### config.mk
export PLATFORM = sky130hd
export DESIGN_NAME = bfp_scale_ctrl
export DESIGN_NICKNAME = d
export VERILOG_FILES = /design/src/rtl/bfp_scale_ctrl.sv
export SDC_FILE = /design/constraint.sdc
export NUM_CORES = 1
export LEC_CHECK = 0
export ABC_AREA = 1
export CELL_PAD_IN_SITES_DETAIL_PLACEMENT = 0
export CELL_PAD_IN_SITES_GLOBAL_PLACEMENT = 2
export CORE_MARGIN = 2
export CORE_UTILIZATION = 29
export DETAILED_ROUTE_END_ITERATION = 6
export PLACE_DENSITY = 0.83
export SYNTH_ARGS = -nofsm -noshare
export SYNTH_HDL_FRONTEND = slang
export SYNTH_SLANG_ARGS = --single-unit
### constraint.sdc
create_clock -name clk -period 3.3 [get_ports clk]
set_input_delay 0.495 -clock clk [delete_from_list [all_inputs] [get_ports clk]]
set_output_delay 0.495 -clock clk [all_outputs]
set_load 0.02 [all_outputs]
### src/rtl/bfp_scale_ctrl.sv
// Block-floating-point scaling controller: reduces per-beat sign-bit counts over a
// stage frame into a normalisation shift and tracks the cumulative block exponent.
module bfp_scale_ctrl #(
    parameter int NUM_BEAT  = 64,
    parameter int NUM_STAGE = 9,
    parameter int GUARD     = 2,
    parameter int MAX_SHIFT = 8,
    parameter int EXPW      = 8,
    parameter int SW        = $clog2(NUM_STAGE)
) (
    input  logic            clk,
    input  logic            rstn,
    input  logic            clr,
    input  logic            mag_valid,
    input  logic [4:0]      mag_min,
    output logic            scale_valid,
    input  logic            scale_ready,
    output logic [3:0]      scale_shift,
    output logic [SW-1:0]   scale_stage,
    output logic            scale_last,
    output logic [EXPW-1:0] blk_exp,
    output logic            ovr_err,
    output logic            busy
);
    localparam int BW  = $clog2(NUM_BEAT);
    localparam int EW1 = EXPW + 1;

    typedef enum logic { A_IDLE, A_ACC } acc_state_t;
    typedef enum logic { H_EMPTY, H_FULL } hold_state_t;

    acc_state_t  a_state;
    hold_state_t h_state;
    logic [BW-1:0]   beat_cnt;
    logic [4:0]      run_min;
    logic [SW-1:0]   stage_cnt;
    logic [EXPW-1:0] exp_acc;

    logic            complete;
    logic            load;
    logic [4:0]      frame_min;
    logic [3:0]      shift_nx;
    logic [EXPW-1:0] base;
    logic [EXPW:0]   exp_sum;
    logic [EXPW-1:0] exp_nx;

    assign complete = mag_valid && (beat_cnt == BW'(NUM_BEAT - 1));
    assign load     = complete && (h_state == H_EMPTY || scale_ready);

    always_comb begin
        frame_min = mag_min;
        if (a_state == A_ACC && run_min < mag_min)
            frame_min = run_min;
        // Compare before subtracting so no negative intermediate appears.
        shift_nx = '0;
        if (frame_min > 5'(GUARD)) begin
            if (frame_min - 5'(GUARD) > 5'(MAX_SHIFT))
                shift_nx = 4'(MAX_SHIFT);
            else
                shift_nx = 4'(frame_min - 5'(GUARD));
        end
        base    = (stage_cnt == '0) ? '0 : exp_acc;
        exp_sum = {1'b0, base} + EW1'(shift_nx);
        exp_nx  = exp_sum[EXPW] ? '1 : exp_sum[EXPW-1:0];
    end

    always_ff @(posedge clk or negedge rstn) begin
        if (!rstn) begin
            a_state  <= A_IDLE;
            beat_cnt <= '0;
            run_min  <= '0;
        end else if (clr) begin
            a_state  <= A_IDLE;
            beat_cnt <= '0;
            run_min  <= '0;
        end else if (mag_valid) begin
            if (complete) begin
                a_state  <= A_IDLE;
                beat_cnt <= '0;
            end else begin
                a_state  <= A_ACC;
                beat_cnt <= beat_cnt + BW'(1);
                run_min  <= frame_min;
            end
        end
    end

    always_ff @(posedge clk or negedge rstn) begin
        if (!rstn) begin
            h_state     <= H_EMPTY;
            scale_shift <= '0;
            scale_stage <= '0;
            scale_last  <= 1'b0;
            stage_cnt   <= '0;
            exp_acc     <= '0;
            ovr_err     <= 1'b0;
        end else if (clr) begin
            h_state     <= H_EMPTY;
            scale_shift <= '0;
            scale_stage <= '0;
            scale_last  <= 1'b0;
            stage_cnt   <= '0;
            exp_acc     <= '0;
            ovr_err     <= 1'b0;
        end else if (load) begin
            h_state     <= H_FULL;
            scale_shift <= shift_nx;
            scale_stage <= stage_cnt;
            scale_last  <= (stage_cnt == SW'(NUM_STAGE - 1));
            exp_acc     <= exp_nx;
            stage_cnt   <= (stage_cnt == SW'(NUM_STAGE - 1)) ? '0 : stage_cnt + SW'(1);
        end else begin
            if (h_state == H_FULL && scale_ready)
                h_state <= H_EMPTY;
            // Completion while full and not draining drops the result.
            if (complete)
                ovr_err <= 1'b1;
        end
    end

    assign scale_valid = (h_state == H_FULL);
    assign blk_exp     = exp_acc;
    assign busy        = (beat_cnt != '0) || scale_valid;

endmodule

# --- Yosys cells after proc, flatten, opt, wreduce, memory -nomap -nowiden ---
# Cells that the tools add are included.
word_totals:
  regBits: 35
  in_bits: 10
  output_inout_bits: 20
classes:
  n_addsub: 4
  magnitude_cmp: 3
  eq_ne: 4
  muxes: 31
  n_bitwise: 1
  reduce_logical: 14
op_table:
  columns: ["operator", "count"]
  rows:
  - ["4-bit two-way mux", 9]
  - ["8-bit two-way mux", 4]
  - ["5-bit two-way mux", 4]
  - ["6-bit two-way mux", 3]
  - ["1-bit two-way mux", 11]
  - ["8-bit by 4-bit adder with 9-bit output", 1]
  - ["6-bit by 1-bit adder with 6-bit output, second input constant", 1]
  - ["6-bit equality test, second input constant", 1]
  - ["2-bit nonzero test", 3]
  - ["6-bit nonzero test", 1]
  - ["5-bit by 2-bit > comparator with 1-bit output, second input constant", 1]
  - ["5-bit by 4-bit > comparator with 1-bit output, second input constant", 1]
  - ["5-bit less-than comparator", 1]
  - ["5-bit by 2-bit subtractor with 5-bit output, second input constant", 1]
  - ["4-bit by 1-bit adder with 4-bit output, second input constant", 1]
  - ["4-bit equality test, second input constant", 1]
  - ["1-bit logical AND", 4]
  - ["4-bit logical NOT", 1]
  - ["2-bit != test, second input constant", 2]
  - ["2-bit AND reduction", 2]
  - ["3-bit nonzero test", 1]
  - ["1-bit logical OR", 2]
  - ["1-bit NOT", 1]

# --- Longest topological paths before layout ---
# Gate-level depths: netlist (run 1).
depth:
  depth_word: 11
  mapped_depth: 26
  mapped_depth_nobuf: 26

# --- Worst setup path after synthesis (run 1) ---
# OpenSTA, ideal clock, no wires.
synth_path:
  path_kind: "input port to flip-flop"
  startpoint: "input port mag_min[4]"
  endpoint: "register exp_acc[7] (netlist: blk_exp[7])"
  arrival_ps: 3395
  required_time_ps: 3218
  path_slack_ps: -177
  stages: 25
  cell_sequence: "inv_1 > ha_1 > nand2_2 > inv_1 > nand2_2 > nand3_4 > nand2_2 > nand2_4 > ha_1 > nand3b_1 > nand3_2 > nand2_1 > nor2_1 > ha_1 > inv_1 > fa_1 > nor2_1 > o21ai_0 > nand2_1 > nand2_1 > inv_1 > nand3_1 > inv_2 > nor3b_1 > o22ai_1"
synth_between:
  elab_chain_cells: 11
synth_rtl:
  columns: ["element", "line_no", "rtl"]
  rows:
  - ["start, declared", "15", "input logic [4:0] mag_min,"]
  - ["5-bit less-than comparator", "51", "if (a_state == A_ACC && run_min < mag_min)"]
  - ["1-bit logical AND", "51", null]
  - ["5-bit two-way mux (*)", "51", null]
  - ["5-bit by 2-bit subtractor with 5-bit output", "59", "shift_nx = 4'(frame_min - 5'(GUARD));"]
  - ["5-bit by 4-bit > comparator with 1-bit output", "56", "if (frame_min - 5'(GUARD) > 5'(MAX_SHIFT))"]
  - ["4-bit two-way mux", "56", null]
  - ["4-bit two-way mux (*)", "55", "if (frame_min > 5'(GUARD)) begin"]
  - ["8-bit by 4-bit adder with 9-bit output (*)", "62", "exp_sum = {1'b0, base} + EW1'(shift_nx);"]
  - ["8-bit two-way mux (*)", "63", "exp_nx = exp_sum[EXPW] ? '1 : exp_sum[EXPW-1:0];"]
  - ["8-bit two-way mux (*)", "104", "end else if (load) begin"]
  - ["8-bit two-way mux (*)", "96", "end else if (clr) begin"]
  - ["end signal, assigned", "109", "exp_acc <= exp_nx;"]
  - ["end, declared", "36", "logic [EXPW-1:0] exp_acc;"]
# Mark *: on every way between the ends. The rest lies on a longest branch, timed or not. The select of a mux whose other input is x is not followed.
# A chain may end at the register's enable or synchronous reset.

# --- Worst setup path in the final report (run 1) ---
layout_path:
  startpoint: "register run_min[3]"
  endpoint: "register exp_acc[7] (netlist: blk_exp[7])"
layout_between:
  elab_chain_cells: 11
layout_rtl:
  columns: ["element", "line_no", "rtl"]
  rows:
  - ["start, declared", "34", "logic [4:0] run_min;"]
  - ["start signal, assigned", "82", "run_min <= frame_min;"]
  - ["5-bit less-than comparator", "51", null]
  - ["1-bit logical AND", "51", null]
  - ["5-bit two-way mux (*)", "51", null]
  - ["5-bit by 2-bit subtractor with 5-bit output", "59", null]
  - ["5-bit by 4-bit > comparator with 1-bit output", "56", null]
  - ["4-bit two-way mux", "56", null]
  - ["4-bit two-way mux (*)", "55", null]
  - ["8-bit by 4-bit adder with 9-bit output (*)", "62", null]
  - ["8-bit two-way mux (*)", "63", null]
  - ["8-bit two-way mux (*)", "104", null]
  - ["8-bit two-way mux (*)", "96", null]
# Marks and branches as above.

==> results summary, run 1 <==
Ranked by instance count, the synthesized netlist is headed by 55 x sky130_fd_sc_hd__nand2_1, 40 x sky130_fd_sc_hd__inv_1, 35 x sky130_fd_sc_hd__dfrtp_1. The number of iterations in the first detailed-routing pass came out at 4. The congestion estimate from routability-driven global placement came to slightly below 0.8. The synthesized netlist devotes a little under a third of its cell area to simple gates. The mean routed wirelength per cell is 12.8 um.

The synthesized netlist devotes under 10% of its cell area to XOR and XNOR gates. The clock-pin slew on the worst setup and hold paths is around 0.08 ns. The number of synthesized register bits is 35. The flow ran to the end, and the final reports show no timing, DRC or antenna violations. The remaining number of nets flagged by the antenna check after routing is 0.

During synthesis, Yosys emitted a total of 0 warnings. Traced cell by cell, the critical path runs through ha_4, nand2_4, nor2_4, nand2_4, nand4_1, nand2_4, ha_4, nand3b_1, nand3_2, nand2_2, nor2_4, ha_4, inv_2, fa_2, nor2_4, o21ai_2, nand2_2, nand2_2, inv_2, nand3_4, inv_4, nor3b_2, o22ai_1. The synthesized area per cell came out at slightly above 8 um^2. The die height is between 90 and 100 um.

Counting along the longest clock path gives a buffer depth of 2. The switching power came out at 0.331 mW. The pin count of the biggest net entering global routing came out at 36.

The fraction of power spent switching nets is between 20 and 30%. The number of port buffers came out at 29. The share of synthesized cell area in full adder, half adder and majority cells is approximately 8.2%. The clock tree synthesis step divided the H-tree into 2 levels. By area the synthesized netlist is led by sky130_fd_sc_hd__dfrtp_1 39%, sky130_fd_sc_hd__nand2_1 9.2%, sky130_fd_sc_hd__ha_1 7.3%.

The power density over cell area is 351 nW/um^2. In this run the worst path has a maximum fanout of 4. The final hold violation count came to 0. sky130_fd_sc_hd__dfrtp_1 takes more of the synthesized area than any other cell. The primary flip-flop cell chosen by synthesis mapping is sky130_fd_sc_hd__dfrtp_1. The total number of vias is just over 2,000. The count of antenna diodes in the layout came out at 0.

The internal power contribution is 0.799 mW. The number of top-level pins is 30. The worst setup path is launched from a flip-flop. The sequential fraction of the synthesis area came out at roughly two fifths. The count of flip-flops with a built-in enable after synthesis is 0. The via count of the first global-routing pass came out at approximately 2,200. The post-synthesis cell type count is 35.

The tree is rooted in a sky130_fd_sc_hd__clkbuf_8. Summed over all layers, the global routing overflow is 0. The start-to-end type of the worst setup path is flip-flop to flip-flop. The count of pins over their slew limit was 0. The gate count after technology mapping is roughly 280. In this run the tightest slew margin relative to its limit is a little under 70%. The mapped netlist covers about 2200 um^2. Compared with the post-synthesis result, the final layout area differs by 44.0%. The overall fraction of global-route tracks in use is 14.6%.

The net count of the mapped netlist came out at 300. The share of the clock period used by the worst path is between 90% and 100%. The static leakage is 1.51 nW.

The effective utilization at floorplan is 29.4%. The fraction of power consumed by the clock network is 34.7%. The width of the die is roughly 90 um. The number of sinks handled by clock tree synthesis is 35. The combinational share of power came out at 25.9%. The number of placement rows came out at 32. In this design, the stage delay of the slowest critical-path cell is roughly 0.43 ns. The share of the synthesized area in compound gates (AO/OA/AOI/OAI) is a little under an eighth. The smallest setup slack after layout came out at 0.00815 ns.

In the synthesized netlist the async set-or-reset flop fraction comes to 100%. The area of the core region came out at 7610 um^2. The share of post-route cells with drive strength above 1 came out at 33.9%. The worst-path cell with the longest stage delay is sky130_fd_sc_hd__dfrtp_1. STA puts the critical path data required time at about 3.5 ns. The first-iteration detailed-routing DRC count is 87. The total DRC errors in the routed layout came out at 0. The insertion delay of the later-clocked pin in the worst-skew pair is roughly 0.29 ns.

The number of hold-repair buffers added at the cts stage is 0. The die outline area is around 8400 um^2. The number of antenna violations at the first check in global routing came out at 0. The max-capacitance violation count is 0. The clock tree from TritonCTS is built. After synthesis, the largest area contributor takes up between 30 and 40% of total cell area. The largest family of logic cells by synthesized area is simple AND/OR/NAND/NOR gates. The worst-case IR drop observed on VDD is 120 uV. The time the final worst path needs with I/O delays and setup is 3.29 ns. The tightest min-delay check is of the flip-flop to flip-flop type. The slew at the pin closest to its max-slew limit is roughly 0.47 ns.

The post-place setup slack is -0.763 ns. The post-detailed-routing wire length is 5750 um. The multi-input logic area came out at between 1000 and 1500 um^2. The number of nets at the end of the flow is 371.

Of the post-synthesis cell area, the part taken by muxes is 0%. The most used standard cell by instance count after synthesis is sky130_fd_sc_hd__nand2_1. The number of vias per cell came out at ~4.6. Setup repair after global routing could not meet its margin everywhere. The count of endpoints failing setup in the final report came out at 0. Per report_power, the sequential group accounts for about two fifths of the total. Clock skew on the completed layout was measured at ~0.011 ns. The worst endpoint data arrival time is about 3.5 ns. Registers take ~880 um^2. The count of non-filler cells in the finished layout is between 400 and 500. The number of clock buffers inserted by TritonCTS came out at 5. Once placement completed, the tool counted placed cells totaling roughly 430.

The first-pass GRT wire length came out at about 9900 um. The post-detailed-placement half-perimeter wirelength is about 4100 um. The total design power came out at 1.13 mW. The timing-limited maximum frequency came out at 0.304 GHz.

The filler cell count came out at between 700 and 800. The worst setup path is captured at a flip-flop.
state kept, by name, indices dropped and copies added, names as in the netlist:
signal / flops
blk_exp: 8
beat_cnt: 6
run_min: 5
scale_shift: 4
scale_stage: 4
stage_cnt: 4
a_state: 1
ovr_err: 1
scale_last: 1
scale_valid: 1
final cells by class:
cell class / count / area share [%]
clock buffers: 5 / 2.14
clock inverters: 3 / 1.36
inverters: 52 / 6.14
multi-input cells: 187 / 41.8
flip-flops and latches: 35 / 27.2
well taps: 102 / 3.96
repair buffers: 66 / 17.4
routing by layer:
layer / share of wire [%] / GRT usage [%] / routed length (um)
met4: 1.5 / 4.85 / 89
met3: 2.4 / 2.63 / 138
met1: 46 / 18.4 / 2650
met2: 50 / 25.2 / 2880
met5: 0 / 0 / 0
stage by stage:
stage / TNS [ns] / hold WS (ns) / util [%] / area (um^2)
after detailed placement: -5.94 / 0.470 / 38.1 / 2900
after global routing: -1.25 / 0.521 / 42.3 / 3220
after floorplan: 0 / 0.199 / - / 2270
after CTS: -0.167 / 0.491 / 41.5 / 3150
final: 0 / 0.486 / 42.3 / 3220
after global placement: -4.21 / 0.464 / 38.1 / 2900
cells by family (layout without fill, tap and decap cells):
logic type                 after synthesis  in the layout
AOI/OAI and AO/OA                       46             46
adders and majority gates               14             14
DFF                                     35             35
xor gates and xnor gates                 4              4
and+or+nand+nor                        123            123
buffers and inverters                   54            126
power groups by stage:
stage | Combinational, mW | Sequential [mW] | Clock (mW)
2_1_floorplan | 0.136 | 0.450 | 0
3_3_place_gp | 0.247 | 0.452 | 0
3_5_place_dp | 0.247 | 0.452 | 0
4_1_cts | 0.274 | 0.445 | 0.404
5_1_grt | 0.326 | 0.446 | 0.422
6_report | 0.293 | 0.445 | 0.393
path summary, 6_finish.rpt:
| path | endpoint | startpoint | slack [ns] | cells past startpoint |
|---|---|---|---|---|
| max in group asynchronous | run_min[0] | rstn | 2.35 | 2 |
| setup / recovery | blk_exp[7] | run_min[3] | 0.008 | 23 |
| min in group asynchronous | blk_exp[4] | rstn | 0.62 | 2 |
| hold reg to reg | scale_shift[2] | scale_shift[2] | 0.49 | 2 |
| setup reg to reg | blk_exp[7] | run_min[3] | 0.008 | 23 |
| hold / removal | scale_shift[2] | scale_shift[2] | 0.49 | 2 |
cells in the final DEF (no fill, tap or decap), types with 2 or more instances in the layout:
cell type / instances
sky130_fd_sc_hd__ha_1: 7
sky130_fd_sc_hd__clkdlybuf4s50_1: 25
sky130_fd_sc_hd__inv_1: 34
sky130_fd_sc_hd__nor2_1: 12
sky130_fd_sc_hd__ha_4: 6
sky130_fd_sc_hd__o21ai_2: 6
sky130_fd_sc_hd__nand2_4: 11
sky130_fd_sc_hd__nand2_1: 45
sky130_fd_sc_hd__nand3_2: 2
sky130_fd_sc_hd__buf_4: 37
sky130_fd_sc_hd__nor2_4: 5
sky130_fd_sc_hd__nor2_2: 2
sky130_fd_sc_hd__nand3_1: 11
sky130_fd_sc_hd__o21ai_0: 12
sky130_fd_sc_hd__o21ai_1: 10
sky130_fd_sc_hd__a22o_1: 2
sky130_fd_sc_hd__clkbuf_8: 5
sky130_fd_sc_hd__clkinv_1: 2
sky130_fd_sc_hd__inv_2: 15
sky130_fd_sc_hd__dfrtp_1: 35
sky130_fd_sc_hd__nor2_8: 2
sky130_fd_sc_hd__nand4_1: 11
sky130_fd_sc_hd__clkbuf_2: 2
sky130_fd_sc_hd__xor2_1: 3
sky130_fd_sc_hd__nand3_4: 3
sky130_fd_sc_hd__o22ai_1: 9
sky130_fd_sc_hd__a21oi_1: 4
sky130_fd_sc_hd__nand2_2: 14
worst max-delay path, delay by kind of cell (launching register included):
family	cells	cell delay (ns)
fa+ha+maj	4	1.05
simple gates	14	1.36
flops	1	0.43
compound gates	2	0.17
buf+inv	3	0.22
what timing repair did:
| action | CTS | global route |
|---|---|---|
| pin swaps | 26 | 22 |
| endpoints found under the hold margin | 0 | 0 |
| setup endpoints to repair | 8 | 8 |
| setup buffers | 6 | 2 |
| resized for setup | 38 | 16 |
Power figures use the tool's default switching activity.
==> inputs of run 2 (changes only) <==
SETUP_SLACK_MARGIN = 0.1   (was not set)
==> run 2 against run 1 <==
Wire length decreased by 3.3%. Count of clock-buffer cells in the layout increased by 1. Critical endpoint is now blk_exp[0]. Setup slack improved by 0.071 ns. Critical path type unchanged. Critical path depth increased by 1. Die area unchanged. Maximum frequency increased by 2.2%.
==> results summary, run 2 (same netlist as run 1, synthesis figures left out) <==
The number of placement rows is 32 (unchanged). The post-place setup slack is -0.736 ns (+0.0275 ns). The remaining number of nets flagged by the antenna check after routing came out at 0 (unchanged). The number of iterations in the first detailed-routing pass is 4 (unchanged).

The insertion delay of the later-clocked pin in the worst-skew pair came out at 0.28 ns (about the same). The number of port buffers is 29 (unchanged). The cell that appears most often on the critical path is sky130_fd_sc_hd__nand2_2. The register-to-register setup slack is 0.08 ns (+0.07 ns). The highest fanout seen on the critical path came out at 5 (+1). Setup repair after global routing could not meet its margin everywhere. The worst slew slack as a fraction of its limit is 68.6% (-0.37 points).

The clock skew is 0.00655 ns (-0.00424 ns). The longest individual stage delay on the worst path is 0.42 ns (about the same). The die height is 91.8 um (unchanged). The total number of vias was 2,032 (-1.2%).

The highest ir drop seen on vdd is 186 uV (+55%). The cell count along the critical path was 24 (+4.3%). The worst slack on hold paths is 0.488 ns (+0.00204 ns). The remaining global-route overflow was 0 (unchanged). The critical path buffer and inverter count came out at 3 (unchanged). The worst endpoint data arrival time is 3.44 ns (-0.07 ns). The tree is rooted in a sky130_fd_sc_hd__clkbuf_8. The number of top-level pins came to 30 (unchanged).

The area of the core region was 7610 um^2 (unchanged). The startpoint class of the critical path is a flip-flop. The number of vias per cell is 4.49 (-1.8%). The post-detailed-placement half-perimeter wirelength came out at 3990 um (-3.1%). The slowest stage of the critical path belongs to the cell sky130_fd_sc_hd__dfrtp_1. The post-detailed-routing wire length is 5560 um (-3.3%). The path class of the lowest-slack min-delay path is flip-flop to flip-flop. The placer congestion estimate came to 0.756 (-4.5%). The number of antenna violations at the first check in global routing was 0 (unchanged). The critical path in this run is classified as flip-flop to flip-flop.

The commonest non-fill, non-tap cell in the layout is sky130_fd_sc_hd__nand2_1. TritonCTS built the clock tree. The clock-pin slew on the worst setup and hold paths is 0.08 ns (about the same). The pin count of the biggest net entering global routing was 36 (unchanged).

The slew at the pin closest to its max-slew limit came out at 0.471 ns (+0.00558 ns). The maximum clock insertion buffer count is 2 (unchanged). The first-pass GRT wire length is 9750 um (-1.1%).

The die outline area came to 8430 um^2 (unchanged). Leaving out fill and tap cells, the most frequent cells in the layout are 47 x sky130_fd_sc_hd__nand2_1, 40 x sky130_fd_sc_hd__buf_4, 35 x sky130_fd_sc_hd__dfrtp_1. The time the final worst path needs with I/O delays and setup is 3.22 ns (-0.0711 ns).

The via count of the first global-routing pass is 2,124 (-1.5%). Walking the worst path, the cells encountered are ha_4, nand2_4, nor2_4, nand2_4, nand3_4, nand2_2, nand2_2, ha_4, nand3b_1, nand3_2, nand2_2, nor2_2, ha_2, inv_2, fa_2, nor2_2, o21ai_1, nand2_1, nand2_2, inv_2, nand3_4, inv_4, o21ai_1, o21ai_1. The area growth from synthesis to layout is 43.2%. The number of sinks handled by clock tree synthesis is 35 (unchanged).

The timing-limited maximum frequency was 0.310 GHz (+2.2%). The smallest setup slack after layout is 0.0792 ns (+0.0711 ns). The total DRC errors in the routed layout was 0 (unchanged). The logic depth of the worst register-to-register path came out at 24 (+4.3%). The first-iteration detailed-routing DRC count is 57 (-34%).

The effective utilization at floorplan is 29.4% (unchanged). The overall fraction of global-route tracks in use came out at 14.1% (-0.47 points). The count of antenna diodes in the layout is 0 (unchanged).

The mean routed wirelength per cell is 12.3 um (-3.9%). The share of post-route cells with drive strength above 1 came out at 33.3% (-0.57 points). The static leakage came out at 1.52 nW (+0.53%). The share of the clock period used by the worst path came out at 97.6% (-2.2 points). The power density over cell area came to 354 nW/um^2 (+0.80%).

On the critical path the largest part of the delay comes from simple AND/OR/NAND/NOR gates. STA classifies the critical path endpoint as a flip-flop. The number of flip-flops in the largest register came out at 8 (unchanged). The data required time of the critical path came out at 3.52 ns (about the same). The width of the die came out at 91.8 um (unchanged). The worst hold path stage count came to 2 (unchanged).

The number of clock buffers inserted by TritonCTS came to 5 (unchanged). The final hold violation count came to 0 (unchanged). The maximum level of the CTS H-tree is 2 (unchanged). The max-capacitance violation count is 0 (unchanged).

The count of endpoints failing setup in the final report is 0 (unchanged). The flow ran to the end, and the final reports show no timing, DRC or antenna violations. The number of nets at the end of the flow came out at 374 (+0.81%). The count of pins over their slew limit came out at 0 (unchanged).
[run 2: cell count changes in the layout (fill, tap and decap cells not counted), sizes merged]
cell and change:
clkbuf -1, clkdlybuf4s15 -2, buf +7, clkinv -1
[run 2: where the power goes]
part           total [mW]  switching [mW]  leakage [nW]  internal [mW]
clock               0.410           0.165        0.0612          0.245
sequential          0.444         0.00792         0.483          0.436
combinational       0.280           0.147         0.972          0.133
total                1.13           0.320          1.52          0.814
[run 2: routing by layer]
metal  vias to the layer above  track usage, %  part of all wire [%]
met3                         2            2.22                   2.2
met5                         -               0                     0
met4                         0            3.36                  0.70
met1                       961            18.8                    49
met2                        19            24.1                    48
li1                       1050               -                     -
[run 2: worst register-to-register path, delay by kind of cell, from the launching register on]
kind	cells	cell delay [ns]
AO/OA/AOI/OAI	3	0.21
flip-flops	1	0.42
buffers and inverters	3	0.22
AND/OR/NAND/NOR	14	1.30
adder cells (fa/ha/maj)	4	1.02
[run 2: final timing paths]
kind | startpoint | to
worst max-delay path | run_min[3] | blk_exp[0]
worst min-delay path | scale_stage[1] | scale_stage[1]
worst max register to register | run_min[3] | blk_exp[0]
worst min register to register | scale_stage[1] | scale_stage[1]
max in group asynchronous | rstn | run_min[4]
min in group asynchronous | rstn | scale_shift[2]
[run 2: what timing repair did]
action / CTS / global route
hold endpoints to repair: 0 / 0
resized for setup: 25 / 5
buffers inserted: 9 / 2
pin swaps: 23 / 3
endpoints found under the setup margin: 8 / 8
hold buffers: 0 / 0
[run 2: final cells by class]
cell class                 instances  area [um^2]
clock inverter                     2         35.0
tap                              102          128
fill                             801         4400
sequential                        35          876
inverter                          52          223
timing repair buffer              69          571
clock buffer                       6         82.6
multi-input combinational        187         1290
[run 2: stage by stage]
step	TNS (ns)	util [%]	power (mW)	std cells	cell area (um^2)
6_report	0	42.1	1.13	453	3200
5_1_grt	-0.919	42.1	1.19	453	3200
4_1_cts	0	41.8	1.15	451	3180
3_5_place_dp	-5.57	39.4	0.717	435	3000
3_3_place_gp	-5.03	39.4	0.716	435	3000
2_1_floorplan	0	-	0.603	276	2360
==> inputs of run 3 (changes only) <==
SKIP_CTS_REPAIR_TIMING = 1   (was not set)
==> run 3 against run 2 <==
Core utilization fell by 0.59 points. Setup slack got worse by 0.0084 ns. Critical path depth did not move. Sequential share of layout area rose by 0.43 points. Count of clock-buffer cells in the layout did not move. Highest routed layer unchanged. Wire length fell by 3.4%. Global-route usage fell by 0.21 points. Final area fell by 1.4%.
==> results summary, run 3 (same netlist as run 1, synthesis figures left out) <==
The run finished with clean final reports. The utilization after layout is 41.5% (-0.59 points). The remaining number of nets flagged by the antenna check after routing was 0 (unchanged).

The total number of vias is 1,967 (-3.2%). The static leakage was 1.49 nW (-1.8%). The number of nets at the end of the flow came out at 365 (-2.4%).

The number of flip-flops in the largest register came out at 8 (unchanged). The placer congestion estimate is 0.756 (unchanged). The number of vias per cell came to 4.43 (-1.2%). The number of port buffers is 29 (unchanged). The count of endpoints failing setup in the final report is 0 (unchanged). The power density over cell area came to 356 nW/um^2 (+0.51%).

The total DRC errors in the routed layout is 0 (unchanged). The clock skew came out at 0.00667 ns (+0.000112 ns). The number of top-level pins is 30 (unchanged). The share of post-route cells with drive strength above 1 came out at 31.3% (-2.0 points). The time the final worst path needs with I/O delays and setup is 3.23 ns (+0.00841 ns). The effective utilization at floorplan was 29.4% (unchanged). The first-pass GRT wire length came to 9600 um (-1.5%). The clock-pin slew on the worst setup and hold paths is 0.08 ns (about the same). Leaving out fill and tap cells, the most frequent cells in the layout are 48 x sky130_fd_sc_hd__nand2_1, 34 x sky130_fd_sc_hd__dfrtp_1, 33 x sky130_fd_sc_hd__inv_1. The number of clock buffers inserted by TritonCTS came out at 5 (unchanged). The path class of the lowest-slack min-delay path is flip-flop to flip-flop.

The multi-input logic area is 1300 um^2 (+0.48%). The count of antenna diodes in the layout is 0 (unchanged). The worst slack on hold paths came out at 0.488 ns (+0.000153 ns). The number of placement rows came out at 32 (unchanged). The critical path is of the flip-flop to flip-flop type. The sequential cell area came out at 877 um^2 (+0.14%). The die height came to 91.8 um (unchanged). The highest ir drop seen on vdd came out at 185 uV (about the same). The startpoint class of the critical path is a flip-flop. The insertion delay of the later-clocked pin in the worst-skew pair is 0.28 ns (about the same). The maximum level of the CTS H-tree is 2 (unchanged).

The timing-limited maximum frequency is 0.310 GHz (-0.26%). The remaining global-route overflow is 0 (unchanged). The number of sinks handled by clock tree synthesis is 35 (unchanged).

The mean routed wirelength per cell is 12.1 um (-1.4%). The worst setup path is captured at a flip-flop. The max-capacitance violation count came to 0 (unchanged). The share of the clock period used by the worst path came to 97.9% (+0.25 points).

The final hold violation count is 0 (unchanged). The number of iterations in the first detailed-routing pass came out at 4 (unchanged). The post-detailed-placement half-perimeter wirelength came to 3990 um (unchanged).

The master cell of the clock root buffer is sky130_fd_sc_hd__clkbuf_8. The width of the die is 91.8 um (unchanged). The worst hold path stage count is 2 (unchanged).

The area of the core region is 7610 um^2 (unchanged). TritonCTS built the clock tree. The pin count of the biggest net entering global routing is 36 (unchanged). The highest fanout seen on the critical path was 5 (unchanged). The count of pins over their slew limit was 0 (unchanged). The library cell used most frequently in the layout, excluding fill and tap cells, is sky130_fd_sc_hd__nand2_1.

The slew at the pin closest to its max-slew limit is 0.469 ns (-0.00253 ns). The post-detailed-routing wire length was 5380 um (-3.4%). The area growth from synthesis to layout is 41.2%.

The total placed instance area is 3000 um^2 (unchanged). The maximum clock insertion buffer count is 2 (unchanged). The first-iteration detailed-routing DRC count came out at 37 (-35%).

The area of all placed cells without fillers is 3160 um^2 (-1.4%). The filler cell count is 804 (+0.37%). The number of antenna violations at the first check in global routing came out at 0 (unchanged). The worst slew slack as a fraction of its limit is 68.8% (+0.17 points). The logic depth of the worst register-to-register path came to 24 (unchanged). The data required time of the critical path is 3.51 ns (about the same). The die outline area is 8430 um^2 (unchanged). The overall fraction of global-route tracks in use is 13.9% (-0.21 points). The total design power is 1.12 mW (-0.90%).

The via count of the first global-routing pass was 2,090 (-1.6%). Setup repair after global routing could not meet its margin everywhere. The worst endpoint data arrival time came out at 3.44 ns (about the same).
## run 3: worst max-delay path, stage by stage (launching register included)
cell and delay [ns]:
sky130_fd_sc_hd__dfrtp_2 0.44, sky130_fd_sc_hd__ha_4 0.28, sky130_fd_sc_hd__nand2_4 0.06, sky130_fd_sc_hd__nor2_4 0.12, sky130_fd_sc_hd__nand2_4 0.08, sky130_fd_sc_hd__nand3_4 0.09
sky130_fd_sc_hd__nand2_2 0.06, sky130_fd_sc_hd__nand2_2 0.09, sky130_fd_sc_hd__ha_4 0.20, sky130_fd_sc_hd__nand3b_1 0.17, sky130_fd_sc_hd__nand3_2 0.08, sky130_fd_sc_hd__nand2_2 0.05
sky130_fd_sc_hd__nor2_2 0.08, sky130_fd_sc_hd__ha_2 0.20, sky130_fd_sc_hd__inv_2 0.04, sky130_fd_sc_hd__fa_2 0.36, sky130_fd_sc_hd__nor2_4 0.13, sky130_fd_sc_hd__o21ai_2 0.05
sky130_fd_sc_hd__nand2_1 0.10, sky130_fd_sc_hd__nand2_2 0.08, sky130_fd_sc_hd__inv_2 0.08, sky130_fd_sc_hd__nand3_4 0.09, sky130_fd_sc_hd__inv_4 0.09, sky130_fd_sc_hd__o21ai_1 0.07
sky130_fd_sc_hd__o21ai_1 0.08
## run 3: where the power goes
group          switching, mW  internal [mW]  total, mW
sequential           0.00793          0.437      0.444
combinational          0.145          0.126      0.271
clock                  0.164          0.245      0.408
total                  0.316          0.807       1.12
## run 3: layer usage
metal	wire [um]	up-vias	track usage [%]	part of all wire, %
met5	0	-	0	0
met4	38	0	3.36	0.71
met3	113	2	2.22	2.1
met2	2550	18	23.3	47
met1	2670	913	18.8	50
li1	-	1034	-	-
## run 3: cell type report
type / count / area share (%)
inverters: 52 / 7.05
multi-input cells: 187 / 41.0
repair buffers: 60 / 16.4
well taps: 102 / 4.04
flip-flops and latches: 35 / 27.8
clock buffers: 6 / 2.61
clock inverters: 2 / 1.11
## run 3: path summary, 6_finish.rpt
check | startpoint | to | slack, ns
worst max register to register | run_min[3] | blk_exp[0] | 0.07
worst min-delay path | scale_stage[1] | scale_stage[1] | 0.49
worst min register to register | scale_stage[1] | scale_stage[1] | 0.49
max in group asynchronous | rstn | run_min[3] | 2.32
worst max-delay path | run_min[3] | blk_exp[0] | 0.07
min in group asynchronous | rstn | scale_shift[2] | 0.62
## run 3: through the flow
stage | setup TNS, ns | setup slack (ns) | cells
after global placement | -5.03 | -0.677 | 435
after global routing | -0.904 | -0.139 | 444
final | 0 | 0.0708 | 444
after detailed placement | -5.57 | -0.736 | 435
after floorplan | 0 | 0.0418 | 276
after CTS | -3.34 | -0.459 | 443
